$ cat src/rtl/mux_pkg.sv
// rtl/mux_pkg.sv - shared types and constants for the 4-to-1 round-robin collector
//
// Purpose : channel count, select width, select type and FSM state encoding
//           shared by mux_4x1_rr and rr_arb_4.
// Ports   : none (package).
package mux_pkg;

  localparam int CH    = 4;
  localparam int SEL_W = 2;

  typedef logic [SEL_W-1:0] sel_t;

  typedef enum logic {
    EMPTY = 1'b0,
    FULL  = 1'b1
  } state_t;

endpackage

$ cat src/rtl/rr_arb_4.sv
// rtl/rr_arb_4.sv - combinational 4-way arbiter, round-robin or fixed priority
//
// Purpose : grants the first requesting channel found when scanning upward
//           from i_ptr (wrapping 3 -> 0). With MUX_4X1_FIXED_PRIO_EN defined
//           the pointer input is removed and the scan always starts at 0,
//           so the lowest index wins.
// Ports   : i_req     [3:0] per-channel request
//           i_ptr     [1:0] scan start index (absent in fixed-priority build)
//           o_gnt     [3:0] one-hot grant, zero when no request
//           o_gnt_idx [1:0] encoded grant index, 0 when no request
module rr_arb_4
  import mux_pkg::*;
(
  input  logic [CH-1:0] i_req,
`ifndef MUX_4X1_FIXED_PRIO_EN
  input  sel_t          i_ptr,
`endif
  output logic [CH-1:0] o_gnt,
  output sel_t          o_gnt_idx
);

  logic w_found;
  sel_t w_idx;

  always_comb begin
    o_gnt     = '0;
    o_gnt_idx = '0;
    w_found   = 1'b0;
    w_idx     = '0;
    for (int k = 0; k < CH; k++) begin
`ifndef MUX_4X1_FIXED_PRIO_EN
      // 2-bit addition wraps naturally, giving the 3 -> 0 rotation
      w_idx = i_ptr + sel_t'(k);
`else
      w_idx = sel_t'(k);
`endif
      if (!w_found && i_req[w_idx]) begin
        w_found          = 1'b1;
        o_gnt[w_idx]     = 1'b1;
        o_gnt_idx        = w_idx;
      end
    end
  end

endmodule

$ cat src/rtl/mux_4x1_rr.sv
// rtl/mux_4x1_rr.sv - 4-to-1 valid/ready collector with round-robin arbitration
//
// Purpose : merges four valid/ready input channels into one registered output
//           stream tagged with the source channel index. Build option
//           MUX_4X1_FIXED_PRIO_EN replaces round-robin with fixed priority
//           (channel 0 highest) and removes the rotation pointer.
// Ports   : i_clk                 clock, rising edge
//           i_rst                 asynchronous active-high reset
//           i_in_valid  [3:0]     per-channel valid
//           i_in_data   [4*W-1:0] channel i at [i*WIDTH +: WIDTH]
//           o_in_ready  [3:0]     per-channel ready, one-hot or zero
//           o_out_valid           output register holds a beat
//           o_out_data  [W-1:0]   data of the granted beat
//           o_out_sel   [1:0]     channel index of the beat
//           i_out_ready           downstream accepts the beat
module mux_4x1_rr
  import mux_pkg::*;
#(
  parameter int WIDTH = 8
) (
  input  logic                i_clk,
  input  logic                i_rst,
  input  logic [CH-1:0]       i_in_valid,
  input  logic [CH*WIDTH-1:0] i_in_data,
  output logic [CH-1:0]       o_in_ready,
  output logic                o_out_valid,
  output logic [WIDTH-1:0]    o_out_data,
  output sel_t                o_out_sel,
  input  logic                i_out_ready
);

  state_t           r_state;
  logic             r_out_valid;
  logic [WIDTH-1:0] r_out_data;
  sel_t             r_out_sel;
  logic             w_load;
  logic             w_xfer;
  logic [CH-1:0]    w_gnt;
  sel_t             w_gnt_idx;

`ifndef MUX_4X1_FIXED_PRIO_EN
  sel_t r_ptr;

  rr_arb_4 u_arb (
    .i_req     (i_in_valid),
    .i_ptr     (r_ptr),
    .o_gnt     (w_gnt),
    .o_gnt_idx (w_gnt_idx)
  );
`else
  rr_arb_4 u_arb (
    .i_req     (i_in_valid),
    .o_gnt     (w_gnt),
    .o_gnt_idx (w_gnt_idx)
  );
`endif

  // Output register is free, or is being drained this cycle
  assign w_load     = !r_out_valid || i_out_ready;
  // Reset is asynchronous, so ready must drop combinationally with it
  assign o_in_ready = i_rst ? '0 : (w_gnt & {CH{w_load}});
  assign w_xfer     = |(i_in_valid & o_in_ready);

  always_ff @(posedge i_clk or posedge i_rst) begin
    if (i_rst) begin
      r_state     <= EMPTY;
      r_out_valid <= 1'b0;
      r_out_data  <= '0;
      r_out_sel   <= '0;
`ifndef MUX_4X1_FIXED_PRIO_EN
      r_ptr       <= '0;
`endif
    end else begin
      if (w_xfer) begin
        r_out_data <= i_in_data[w_gnt_idx*WIDTH +: WIDTH];
        r_out_sel  <= w_gnt_idx;
`ifndef MUX_4X1_FIXED_PRIO_EN
        r_ptr      <= w_gnt_idx + sel_t'(1);
`endif
      end
      case (r_state)
        EMPTY: begin
          if (w_xfer) begin
            r_state     <= FULL;
            r_out_valid <= 1'b1;
          end
        end
        FULL: begin
          // Drained with nothing new: data/sel keep their last value
          if (i_out_ready && !w_xfer) begin
            r_state     <= EMPTY;
            r_out_valid <= 1'b0;
          end
        end
        default: begin
          r_state     <= EMPTY;
          r_out_valid <= 1'b0;
        end
      endcase
    end
  end

  assign o_out_valid = r_out_valid;
  assign o_out_data  = r_out_data;
  assign o_out_sel   = r_out_sel;

endmodule

$ cat config.mk
export PLATFORM = sky130hd
export DESIGN_NAME = mux_4x1_rr
export DESIGN_NICKNAME = d
export VERILOG_FILES = /design/src/rtl/mux_pkg.sv /design/src/rtl/rr_arb_4.sv /design/src/rtl/mux_4x1_rr.sv
export SDC_FILE = /design/constraint.sdc
export NUM_CORES = 1
export LEC_CHECK = 0
export BUFFER_PORTS_ARGS = -buffer_cell sky130_fd_sc_hd__buf_2
export CORE_MARGIN = 4
export CORE_UTILIZATION = 49
export CTS_CLUSTER_DIAMETER = 50
export DETAILED_ROUTE_END_ITERATION = 7
export PLACE_DENSITY = 0.77
export SLEW_MARGIN = 20
export SYNTH_ARGS = -nofsm -noshare
export SYNTH_HDL_FRONTEND = slang
export SYNTH_SLANG_ARGS = --single-unit
export TNS_END_PERCENT = 1
$ cat constraint.sdc
create_clock -name i_clk -period 4.7 [get_ports i_clk]
set_clock_uncertainty 0.05 [all_clocks]
set_input_delay 0.94 -clock i_clk [delete_from_list [all_inputs] [get_ports i_clk]]
set_output_delay 0.94 -clock i_clk [all_outputs]
set_load 0.01 [all_outputs]
==> results of run 1 <==
layer usage:
metal | vias up | track usage [%] | wire length [um]
met2 | 50 | 33.03 | 1815
met1 | 612 | 22.50 | 1400
met4 | 0 | 5.836 | 50
met5 | - | 0 | 0
li1 | 594 | - | -
met3 | 4 | 3.063 | 227
worst max-delay path by stage:
stage	slack [ps]	end	from
after detailed placement	620	o_in_ready[2]	r_ptr[0]
after CTS	300	o_in_ready[2]	r_ptr[0]
after global placement	770	o_in_ready[2]	r_ptr[0]
after floorplan	1140	o_in_ready[2]	r_ptr[1]
final	250	o_in_ready[2]	r_ptr[0]
after global routing	50	o_in_ready[2]	r_ptr[0]
area by class of cell:
type,count,area [um^2]
inverter,9,33.78
tap,31,38.79
sequential,14,350.3
fill,237,1067
timing repair buffer,55,280.3
clock buffer,4,36.28
multi-input combinational,97,974.7
through the flow:
step	power [uW]	utilization [%]	instances	hold WS [ps]
5_1_grt	1299	61.63	210	488.8
3_3_place_gp	1090	60.32	206	440.5
3_5_place_dp	1122	60.32	206	446.3
4_1_cts	1210	61.63	210	470.6
6_report	1204	61.63	210	466.9
2_1_floorplan	951.8	-	130	463.7
state kept, by name, indices dropped and copies added, names as in the netlist:
name and count:
o_out_data 8, r_state 1, o_out_sel 2, o_out_valid 1, r_ptr 2
cells in the mapped netlist, types with 2 or more instances:
master / count
dfrtp_1: 14
mux4_2: 10
inv_1: 9
ha_1: 8
a21oi_1: 6
mux2_4: 6
mux2i_1: 6
nand2_1: 6
o21ai_0: 6
a21boi_0: 5
nand3b_1: 4
or3b_2: 4
buf_4: 3
buf_6: 3
mux2_2: 3
a2111oi_2: 2
a22o_1: 2
nand2b_1: 2
nor2b_1: 2
nor3_1: 2
o211ai_1: 2
power breakdown:
group | internal [uW] | total (uW) | leakage [uW] | switching [uW]
registers | 185 | 253 | 0.000165 | 67.6
clock network | 47.0 | 84.2 | 0.0000210 | 37.2
logic | 459 | 867 | 0.000640 | 408
total | 691 | 1200 | 0.000826 | 513
cells by family (layout without fill, tap and decap cells):
group	after synthesis	after routing	synth area share (%)
compound gates	34	34	17.25
simple gates	28	28	12.57
mux	26	26	30.16
buf+inv	19	68	8.231
flops	14	14	24.26
fa+ha+maj	8	8	6.933
xor+xnor	1	1	0.6067
==> flow_metrics.py, run 1 <==
metrics = {
    "floorplan": {
        "start_util_pct": 51.91,
        "fp.dieW_um": 62.29,
        "ios": 54,
        "placementRows": 19,
        "fp.dieH_um": 62.29,
        "die_area_um2": 3879,
        "core_um2": 2781,
    },
    "final_layout": {
        "final_area_um2": 1714,
        "drive_gt1_share_pct": 49.16,
        "finish.net_count": 227,
        "most-common-layout-cells": "53 x buf_2, 14 x dfrtp_1, 10 x mux4_2",
        "final_common_cell": "buf_2",
        "synthToLayoutAreaGrowth_pct": 18.72,
        "diodes": 0,
    },
    "pwr": {
        "p_leak_uw": 0.0008264,
        "powerDensity_nw_per_um2": 702.2,
        "ir_drop_v": 0.0004101,
    },
    "place": {
        "port_buffers": 53,
        "hpwl_mm": 2.693,
        "pre_cts_ws_ps": 619.5,
        "gp_congestion": 0.9273,
        "postPlaceCellArea_um2": 1678,
    },
    "sta": {
        "max_freq_mhz": 224.8,
        "hold_viol_final": 0,
        "setup_viol": 0,
        "report.final.slew_viol_count": 0,
        "tns_ps": 0,
        "relSlewSlack_pct": 61.36,
        "layout_setup_ws_ps": 251.2,
        "min_period_ps": 4449,
        "rsz0062_at_grt": "false",
        "period_share_pct": 94.66,
        "worst_slew_pin_slew_ps": 579.7,
    },
    "drt": {
        "routedWlPerCell_um": 16.64,
        "drc": 0,
        "viasPerCell": 6.000,
        "first_pass_iters": 4,
        "drt_iter0_drc": 39,
        "via_count": 1260,
        "detail-route-antenna-nets": 0,
        "finalWirelength_mm": 3.494,
    },
    "synthesis": {
        "syn_nets": 177,
        "syn_avg_cell_area_um2": 11.11,
        "yosysWarnings": 0,
        "synth_seq_area_share_pct": 24.26,
        "yosys_register_bits": 14,
        "synth_top_area_cell": "dfrtp_1",
        "syn_inst": 130,
        "synthFlopType": "dfrtp_1",
        "synth_area_leaders": "dfrtp_1 24%, mux4_2 16%, ha_1 6.9%",
        "async_reset_ff_share_pct": 100.0,
        "synth_edf_count": 0,
        "synthDistinctLibCells": 46,
        "synth_top_cell_area_share_pct": 24.26,
        "synth_area_um2": 1444,
    },
    "global_route": {
        "antenna_found_initial": 0,
        "grt_max_degree": 18,
        "grt_remaining_overflow": 0,
        "grt_pass1_vias": 1303,
        "grt_pass1_wl_mm": 6.058,
        "track_usage_pct": 18.52,
    },
    "worst_setup_path": {
        "rr_endpoint": "o_out_data[4]",
        "path_buf_inv": 2,
        "crit_chain": "inv_1, ha_1, or3b_2, a2111oi_2, or2_2, a221o_1, and2_1, buf_2",
        "worstPathRequired_ps": 3710,
        "critPathMaxStageDelay_ps": 720,
        "arrival_ps": 3460,
        "slowest_stage": "dfrtp_1",
        "worst_setup_path_end_kind": "output pin",
        "ff2ff_setup_slack_ps": 610,
        "startpoint_type": "flip-flop",
        "reg2reg_from": "r_ptr[0]",
        "path_class": "reg -> out",
        "r2r_cells": 9,
        "critPathMaxFanout": 17,
        "cp.depth": 8,
        "crit_family": "simple AND/OR/NAND/NOR gates",
    },
    "worst_hold_path": {
        "holdPathStages": 1,
        "min_to": "o_out_sel[0]",
        "hold_path.class": "reg -> reg",
        "hold_start": "o_out_sel[0]",
    },
    "status": {
        "status": "finished, final reports clean",
    },
    "clock_tree": {
        "clockBufferDepth": 2,
        "post_cts_resized": 0,
        "cts_made_buffers": 3,
        "tritoncts": "built",
        "htree_num_levels": 1,
        "clk-insertion-delay-late_ps": 270,
        "post-cts-setup-buffers": 0,
        "clockRootBuffer": "clkbuf_4",
        "clkTransAtPathRegs_ps": 80,
        "cts_sinks": 14,
        "hold_buffers": 0,
    },
    "flow_run": {
        "drv_cap": 0,
    },
}
(Power assumes the default switching activity.)
==> run 2: changes to the inputs <==
CAP_MARGIN = 30   (was unset)
CELL_PAD_IN_SITES_DETAIL_PLACEMENT = 0   (was unset)
CELL_PAD_IN_SITES_GLOBAL_PLACEMENT = 1   (was unset)
CORE_UTILIZATION = 37   (was 49)
PLACE_DENSITY = 0.76   (was 0.77)
==> flow_metrics.py, run 2 (synthesis gave the netlist of run 1 again) <==
metrics = {
    "drt": {
        "first_pass_iters": 4,
        "drt_iter0_drc": 53,
        "via_count": 1216,
        "finalWirelength_mm": 3.353,
        "met2_length_mm": 1.689,
        "detail-route-antenna-nets": 0,
        "routedWlPerCell_um": 14.77,
        "viasPerCell": 5.357,
        "wl_met1_mm": 1.450,
        "wl_met3_um": 213,
        "drc": 0,
        "routed.top_layer": "met3",
    },
    "global_route": {
        "grt_max_degree": 17,
        "track_usage_pct": 13.89,
        "grt_pass1_vias": 1251,
        "grt_remaining_overflow": 0,
        "antenna_found_initial": 0,
        "grt_pass1_wl_mm": 5.727,
    },
    "floorplan": {
        "placementRows": 22,
        "fp.dieW_um": 70.47,
        "fp.dieH_um": 70.47,
        "start_util_pct": 38.86,
        "core_um2": 3716,
        "ios": 54,
        "die_area_um2": 4966,
    },
    "final_layout": {
        "synthToLayoutAreaGrowth_pct": 21.06,
        "fin_util_pct": 47.04,
        "most-common-layout-cells": "53 x buf_2, 14 x dfrtp_1, 10 x mux4_2",
        "final_common_cell": "buf_2",
        "finish.net_count": 228,
        "final_cell_count_no_fill": 227,
        "diodes": 0,
        "drive_gt1_share_pct": 49.16,
        "largest_reg_flops": 8,
    },
    "worst_setup_path": {
        "worstPathRequired_ps": 3710,
        "crit_chain": "inv_1, ha_1, or3b_2, a2111oi_2, or2_2, a221o_1, and2_1, buf_2",
        "rr_endpoint": "o_out_data[0]",
        "critPathMaxStageDelay_ps": 580,
        "arrival_ps": 3110,
        "startpoint_type": "flip-flop",
        "ff2ff_setup_slack_ps": 830,
        "critPathMaxFanout": 11,
        "reg2reg_from": "r_ptr[1]",
        "worst_setup_path_end_kind": "output pin",
        "r2r_cells": 9,
        "slowest_stage": "dfrtp_1",
        "path_class": "reg -> out",
    },
    "pwr": {
        "p_leak_uw": 0.0008318,
        "internal-power_uw": 707.0,
        "powerDensity_nw_per_um2": 693.5,
        "switchingPower_uw": 505.2,
        "power_frac_comb_pct": 73.0,
        "seqPwrFrac_pct": 19.2,
        "clkPwrFrac_pct": 7.8,
        "ir_drop_v": 0.0002696,
        "swShare_pct": 41.67,
    },
    "place": {
        "port_buffers": 53,
        "gp_congestion": 0.8727,
        "place_inst": 224,
        "hpwl_mm": 2.682,
    },
    "clock_tree": {
        "clockRootBuffer": "clkbuf_8",
        "htree_num_levels": 1,
        "cts_sinks": 14,
        "clkTransAtPathRegs_ps": 50,
        "post-cts-setup-buffers": 0,
        "hold_buffers": 0,
        "post_cts_resized": 0,
        "clk-insertion-delay-late_ps": 240,
        "tritoncts": "built",
        "clockBufferDepth": 2,
        "cts_made_buffers": 3,
    },
    "sta": {
        "hold_viol_final": 0,
        "setup_viol": 0,
        "tns_ps": 0,
        "rsz0062_at_grt": "false",
        "report.final.slew_viol_count": 0,
        "relSlewSlack_pct": 65.73,
        "max_freq_mhz": 243.9,
        "min_period_ps": 4101,
        "worst_slew_pin_slew_ps": 513.4,
        "period_share_pct": 87.25,
    },
    "worst_hold_path": {
        "holdPathStages": 1,
        "hold_path.class": "reg -> reg",
        "min_to": "o_out_sel[0]",
        "hold_start": "o_out_sel[0]",
    },
    "status": {
        "status": "finished, final reports clean",
    },
    "flow_run": {
        "drv_cap": 0,
    },
}
run 2: cell count changes in the layout (fill, tap and decap cells not counted):
cell,change
buf_4,+1
clkbuf_4,-3
clkbuf_8,+2
run 2: worst max-delay path by stage:
| stage | from | end | slack (ps) | cells past startpoint |
|---|---|---|---|---|
| 3_5_place_dp | r_ptr[1] | o_out_data[0] | 840 | 9 |
| 3_3_place_gp | r_ptr[1] | o_in_ready[2] | 910 | 8 |
| 2_1_floorplan | r_ptr[1] | o_in_ready[2] | 1140 | 9 |
| 4_1_cts | r_ptr[1] | o_in_ready[2] | 590 | 8 |
| 5_1_grt | r_ptr[1] | o_in_ready[1] | 430 | 7 |
| 6_report | r_ptr[1] | o_in_ready[2] | 600 | 8 |
run 2: routing by layer:
metal / track usage [%] / vias to the layer above
met5: 0 / -
met4: 1.915 / 0
met3: 2.734 / 0
met2: 24.95 / 44
met1: 17.44 / 577
li1: - / 595
run 2: worst max-delay path, delay by kind of cell (launching register included):
kind	cells	cell delay, ps
AND/OR/NAND/NOR	3	840
adder cells (fa/ha/maj)	1	460
AO/OA/AOI/OAI	2	650
flip-flops	1	580
buffers and inverters	2	330
run 2: power groups by stage:
stage,clock [uW],combinational (uW),sequential [uW]
final,94.5,885,233
after CTS,96.5,897,233
after detailed placement,0,897,232
after global routing,103,972,244
after floorplan,0,700,252
after global placement,0,874,231
run 2: final cells by class:
class	count	area, um^2
well taps	48	60.06
multi-input cells	97	974.7
repair buffers	56	287.8
inverters	9	33.78
fillers	390	1968
clock buffers	3	41.29
flip-flops and latches	14	350.3
run 2: metrics by stage:
stage | hold slack (ps) | power, uW | cell area, um^2 | setup WS, ps
after floorplan | 463.7 | 951.8 | 1444 | 1139
after global placement | 436.0 | 1105 | 1707 | 910.2
after detailed placement | 440.7 | 1129 | 1707 | 841.0
after CTS | 455.7 | 1226 | 1748 | 591.5
after global routing | 481.2 | 1319 | 1748 | 429.5
final | 451.2 | 1212 | 1748 | 599.2
